[src/rtl/port_output_buffer.sv]
// Per-port output buffer: 16-entry byte store written by the packet receiver,
// drained in order as framed packets (src, dest, size, payload, crc) on a valid/ready stream.
module port_output_buffer #(
    parameter int DATA_W = 8,
    parameter int ADDR_W = 4,
    parameter int DEPTH  = 16
) (
    input  logic              clk1,
    input  logic              rst,
    input  logic              winc,
    input  logic [DATA_W-1:0] wdata,
    input  logic [ADDR_W-1:0] waddr_in,
    output logic              wfull,
    input  logic              ready_i,
    output logic              valid_o,
    output logic [DATA_W-1:0] dout_o,
    output logic              sop_o,
    output logic              eop_o,
    output logic              overflow_o,
    output logic              addr_err_o
);

    typedef enum logic [1:0] {
        IDLE = 2'd0,
        HDR  = 2'd1,
        PAY  = 2'd2,
        CRC  = 2'd3
    } state_t;

    localparam logic [ADDR_W:0] FULL_CNT = (ADDR_W+1)'(DEPTH);

    logic [DATA_W-1:0] mem [DEPTH];
    logic [ADDR_W-1:0] wptr_exp;
    logic [ADDR_W-1:0] rptr;
    logic [ADDR_W:0]   count;
    state_t            state;
    state_t            state_nxt;
    logic [7:0]        idx;
    logic [7:0]        idx_nxt;
    logic [7:0]        size_r;
    logic [7:0]        size_nxt;
    logic              empty;
    logic              wr;
    logic              pop;

    // Status decodes come only from registered count, never from inputs.
    assign empty   = (count == '0);
    assign wfull   = (count == FULL_CNT);
    assign valid_o = !empty;
    assign wr      = winc && !wfull;
    assign pop     = valid_o && ready_i;
    assign dout_o  = mem[rptr];

    always_ff @(posedge clk1) begin
        if (wr) begin
            mem[waddr_in] <= wdata;
        end
    end

    always_ff @(posedge clk1 or posedge rst) begin
        if (rst) begin
            wptr_exp   <= '0;
            rptr       <= '0;
            count      <= '0;
            overflow_o <= 1'b0;
            addr_err_o <= 1'b0;
        end else begin
            if (wr) begin
                wptr_exp <= waddr_in + 1'b1;
            end
            if (pop) begin
                rptr <= rptr + 1'b1;
            end
            case ({wr, pop})
                2'b10:   count <= count + 1'b1;
                2'b01:   count <= count - 1'b1;
                default: count <= count;
            endcase
            if (winc && wfull) begin
                overflow_o <= 1'b1;
            end
            // The write is still honoured at the receiver's address; we only flag it.
            if (wr && (waddr_in != wptr_exp)) begin
                addr_err_o <= 1'b1;
            end
        end
    end

    always_ff @(posedge clk1 or posedge rst) begin
        if (rst) begin
            state  <= IDLE;
            idx    <= 8'd0;
            size_r <= 8'd0;
        end else begin
            state  <= state_nxt;
            idx    <= idx_nxt;
            size_r <= size_nxt;
        end
    end

    always_comb begin
        state_nxt = state;
        idx_nxt   = idx;
        size_nxt  = size_r;
        sop_o     = 1'b0;
        eop_o     = 1'b0;
        case (state)
            IDLE: begin
                sop_o = valid_o;
                if (pop) begin
                    state_nxt = HDR;
                    idx_nxt   = 8'd1;
                end
            end
            HDR: begin
                if (pop) begin
                    if (idx == 8'd1) begin
                        idx_nxt = 8'd2;
                    end else begin
                        // Size byte: zero-length packets skip straight to the crc.
                        size_nxt  = 8'(dout_o);
                        state_nxt = (dout_o != '0) ? PAY : CRC;
                    end
                end
            end
            PAY: begin
                if (pop) begin
                    size_nxt = size_r - 8'd1;
                    if (size_r == 8'd1) begin
                        state_nxt = CRC;
                    end
                end
            end
            CRC: begin
                eop_o = valid_o;
                if (pop) begin
                    state_nxt = IDLE;
                end
            end
            default: state_nxt = IDLE;
        endcase
    end

endmodule

[config.mk]
export PLATFORM = sky130hd
export DESIGN_NAME = port_output_buffer
export DESIGN_NICKNAME = d
export VERILOG_FILES = /design/src/rtl/port_output_buffer.sv
export SDC_FILE = /design/constraint.sdc
export NUM_CORES = 1
export LEC_CHECK = 0
export ABC_AREA = 1
export CAP_MARGIN = 0
export CORE_MARGIN = 1.5
export CORE_UTILIZATION = 50
export DETAILED_ROUTE_END_ITERATION = 10
export PLACE_DENSITY = 0.68
export SYNTH_ARGS = -nofsm -noshare
export SYNTH_HDL_FRONTEND = slang
export SYNTH_SLANG_ARGS = --single-unit
[constraint.sdc]
create_clock -name clk1 -period 2.8 [get_ports clk1]
set_input_delay 0.28 -clock clk1 [delete_from_list [all_inputs] [get_ports clk1]]
set_output_delay 0.28 -clock clk1 [all_outputs]
set_load 0.03 [all_outputs]
==> results of run 1 <==
[through the flow]
stage                      util  hold WS, ns  cell area, sq um
after floorplan               -        0.333              7040
after global placement    0.547        0.463              7570
after detailed placement  0.547        0.477              7570
after CTS                 0.591        0.350              8170
after global routing      0.592        0.407              8180
final                     0.592        0.324              8180
[worst paths after layout]
path,from,endpoint,cells after the start
worst max-delay path,count[1],count[4],13
worst min-delay path,rst,count[2],2
worst max register to register,count[1],count[4],13
worst min register to register,overflow_o,overflow_o,1
max in group asynchronous,rst,wptr_exp[1],3
min in group clk1,overflow_o,overflow_o,1
[worst max-delay path, stage by stage (launching register included)]
cell and delay [ns]:
sky130_fd_sc_hd__dfrtp_1 0.45, sky130_fd_sc_hd__nor4_4 0.35, sky130_fd_sc_hd__nand2_2 0.13, sky130_fd_sc_hd__nand2_2 0.14, sky130_fd_sc_hd__inv_2 0.09, sky130_fd_sc_hd__ha_1 0.25
sky130_fd_sc_hd__xor2_1 0.18, sky130_fd_sc_hd__ha_1 0.19, sky130_fd_sc_hd__nor2_1 0.19, sky130_fd_sc_hd__o21ai_0 0.12, sky130_fd_sc_hd__a21oi_1 0.16, sky130_fd_sc_hd__xor2_1 0.15
sky130_fd_sc_hd__nand2_1 0.06, sky130_fd_sc_hd__o21ai_0 0.06
[where the power goes]
group	switching [mW]	internal, mW	leakage [nW]
clock	0.892	1.48	0.291
combinational	2.31	1.12	1.57
sequential	0.190	2.72	1.47
total	3.39	5.32	3.34
[state kept, by name (all words and copies together), names as in the netlist]
signal,flops
mem,128
size_r,8
count,5
rptr,4
wptr_exp,4
idx,2
state,2
addr_err_o,1
overflow_o,1
[layout make-up]
| type | count | area (sq um) | area share |
|---|---|---|---|
| inverter | 72 | 270 | 0.0330 |
| sequential | 155 | 4520 | 0.553 |
| tap | 180 | 225 | 0.0275 |
| clock inverter | 12 | 171 | 0.0210 |
| multi-input combinational | 423 | 2100 | 0.256 |
| clock buffer | 19 | 433 | 0.0529 |
| timing repair buffer | 53 | 463 | 0.0566 |
[synthesized netlist by cell type]
library cell	count	share of area
sky130_fd_sc_hd__or2_2	2	0.0018
sky130_fd_sc_hd__buf_2	10	0.0071
sky130_fd_sc_hd__o21ai_1	2	0.0014
sky130_fd_sc_hd__nor4_2	1	0.0018
sky130_fd_sc_hd__inv_2	5	0.0027
sky130_fd_sc_hd__o221ai_1	1	0.0012
sky130_fd_sc_hd__xnor2_1	5	0.0062
sky130_fd_sc_hd__o21a_1	1	0.0011
sky130_fd_sc_hd__inv_1	65	0.035
sky130_fd_sc_hd__a22oi_1	1	0.0011
sky130_fd_sc_hd__buf_4	4	0.0043
sky130_fd_sc_hd__nand4_1	3	0.0027
sky130_fd_sc_hd__o22ai_1	3	0.0027
sky130_fd_sc_hd__nand3b_1	1	0.0011
sky130_fd_sc_hd__xor2_1	9	0.011
sky130_fd_sc_hd__a211oi_1	1	0.0011
sky130_fd_sc_hd__nor3_1	2	0.0014
sky130_fd_sc_hd__o211ai_1	11	0.012
sky130_fd_sc_hd__o21ai_0	46	0.033
sky130_fd_sc_hd__nor2_2	1	0.00089
sky130_fd_sc_hd__nand2_1	152	0.081
sky130_fd_sc_hd__nand3_1	61	0.043
sky130_fd_sc_hd__o21bai_1	1	0.0011
sky130_fd_sc_hd__buf_1	1	0.00053
sky130_fd_sc_hd__ha_1	16	0.028
sky130_fd_sc_hd__o211ai_2	2	0.0036
sky130_fd_sc_hd__clkbuf_2	1	0.00071
sky130_fd_sc_hd__nor2_1	82	0.044
sky130_fd_sc_hd__o41ai_1	1	0.0012
sky130_fd_sc_hd__clkinv_1	2	0.0011
sky130_fd_sc_hd__a31o_2	1	0.0012
sky130_fd_sc_hd__dfrtp_1	27	0.096
sky130_fd_sc_hd__a21oi_1	13	0.0092
sky130_fd_sc_hd__edfxtp_1	128	0.55
sky130_fd_sc_hd__nand2_2	4	0.0036
sky130_fd_sc_hd__buf_6	5	0.0080
sky130_fd_sc_hd__clkbuf_1	4	0.0021
[routing by layer]
layer,GRT usage,part of all wire
met1,0.293,0.42
met2,0.375,0.50
met3,0.0501,0.059
met4,0.109,0.027
met5,0,0
[cell families after synthesis]
logic type      synth area share
simple gates               0.181
flops                      0.642
buf+inv                   0.0612
compound gates            0.0693
fa+ha+maj                 0.0284
xor+xnor                  0.0174
[timing repair]
action                     4_1_cts  5_1_grt
hold buffers                     0        0
setup endpoints to repair        0        1
resized for setup                0        2
==> insert_results.sql, run 1 <==
INSERT INTO impl_metrics (metric_group, metric, value, unit) VALUES
('clock_network', 'cts_buffers', '17', ''),
('place', 'dp_worst_setup_slack', '0.108', 'ns'),
('setup_path', 'timing.critical_path.from_type', 'flop', ''),
('sta', 'setup_viol', '0', ''),
('global_routing', 'first_pass_grt_wire_length', '25200', 'microns'),
('final_layout', 'area_growth_from_synthesis_to_layout', '16.3', '%'),
('flow_run', 'max-cap-violations', '0', ''),
('die', 'floorplan.initialDensity', '0.509', ''),
('sta', 'worstMarginPinSlew', '0.840', 'ns'),
('global_routing', 'grtUsageTotal', '0.229', ''),
('global_routing', 'antenna_found_initial', '0', ''),
('setup_path', 'rrSetupSlack', '0.21', 'ns'),
('sta', 'grt_setup_unrepaired', 'no', ''),
('final_layout', 'num-nets-final', '754', ''),
('status', 'status', 'completed', ''),
('place', 'count_of_input_and_output_buffers', '29', ''),
('route', 'detail-route-antenna-nets', '0', ''),
('clock_network', 'ctsRootBufferMaster', 'sky130_fd_sc_hd__clkbuf_16', ''),
('final_layout', 'drive_above_1_share', '0.106', ''),
('sta', 'tns', '0', 'ns'),
('route', 'firstDrtPassIters', '5', ''),
('route', 'route.vias.total', '5010', ''),
('die', 'fp.dieH', '122', 'microns'),
('min_path', 'hold_path.class', 'in -> async', ''),
('power', 'worst_ir_drop_vdd', '0.000461', 'V'),
('logic_synthesis', 'post_synth.cell_area_avg', '10.4', 'sq um'),
('die', 'floorplan.core_area', '13800', 'sq um'),
('die', 'placement_rows', '43', ''),
('clock_network', 'cts_post_setup_buffers_inserted', '0', ''),
('route', 'route.detailed.drc', '0', ''),
('setup_path', 'cp-end-kind', 'flop', ''),
('sta', 'final_hold_viol_count', '0', ''),
('logic_synthesis', 'register_bit_total_from_synthesis', '155', ''),
('clock_network', 'worst_skew_pair.late_latency', '0.42', 'ns'),
('final_layout', 'num-fill-cells', '1130', ''),
('sta', 'final_max_slew_viol_count', '0', ''),
('clock_network', 'ctsLongestPathBuffers', '2', ''),
('final_layout', 'layout.cells.most_common_list', '151 x sky130_fd_sc_hd__nand2_1, 128 x sky130_fd_sc_hd__edfxtp_1, 82 x sky130_fd_sc_hd__nor2_1', ''),
('logic_synthesis', 'mappedNetlistArea', '7040', 'sq um'),
('place', 'place_inst', '883', ''),
('route', 'detail_route.vias_per_cell', '5.48', ''),
('setup_path', 'required', '3.15', 'ns'),
('logic_synthesis', 'yosysUniqueCellTypes', '37', ''),
('power', 'design_power_total', '8.71', 'mW'),
('global_routing', 'grt-ovfl-total', '0', ''),
('setup_path', 'setup.worst_path.class', 'reg -> reg', ''),
('sta', 'final_period_util', '0.924', ''),
('setup_path', 'crit_fanout', '7', ''),
('logic_synthesis', 'number_of_synthesis_warnings', '0', ''),
('die', 'die_x', '122', 'microns'),
('global_routing', 'first_global_vias', '4961', ''),
('route', 'detail_routed_net_length_per_standard_cell', '17.4', 'microns'),
('die', 'floorplan.die_area', '14800', 'sq um'),
('route', 'detailedRoute.firstIterationViolations', '375', ''),
('place', 'dp_hpwl', '10000', 'microns'),
('sta', 'min_period', '2.59', 'ns'),
('final_layout', 'final_common_cell', 'sky130_fd_sc_hd__nand2_1', ''),
('place', 'finalWeightedCongestion', '0.864', ''),
('logic_synthesis', 'post_synth_inst_count', '675', ''),
('clock_network', 'cts_htree_levels', '4', ''),
('clock_network', 'numClockSinks', '155', ''),
('sta', 'final.setup.worst_slack', '0.214', 'ns'),
('clock_network', 'cts_tree', 'built', ''),
('die', 'top_level_ports', '30', ''),
('sta', 'slew-limit-headroom', '0.439', ''),
('power', 'power.density', '1060', 'nW/um^2'),
('setup_path', 'critical_path_arrival', '2.94', 'ns'),
('final_layout', 'number_of_standard_cells_in_the_layout_taps_in_and_fillers_out', '914', ''),
('route', 'routed_wl', '15900', 'microns'),
('logic_synthesis', 'synth_sequential_area_ratio', '0.642', ''),
('sta', 'fmax', '387', 'MHz'),
('power', 'p_leak', '3.34', 'nW'),
('sta', 'finalClockSkew', '0.00569', 'ns'),
('logic_synthesis', 'net_count_of_the_mapped_netlist', '707', ''),
('clock_network', 'clkTransAtPathRegs', '0.06', 'ns'),
('final_layout', 'antenna_cells', '0', ''),
('global_routing', 'grt_start_max_net_pins', '79', '');
Note: power is estimated with default switching activity, not from simulation.
==> run 2: changes to the inputs <==
- SKIP_CTS_REPAIR_TIMING: default -> 1
==> results of run 2 <==
No change in the layout: final DEF, timing and power equal those of run 1.
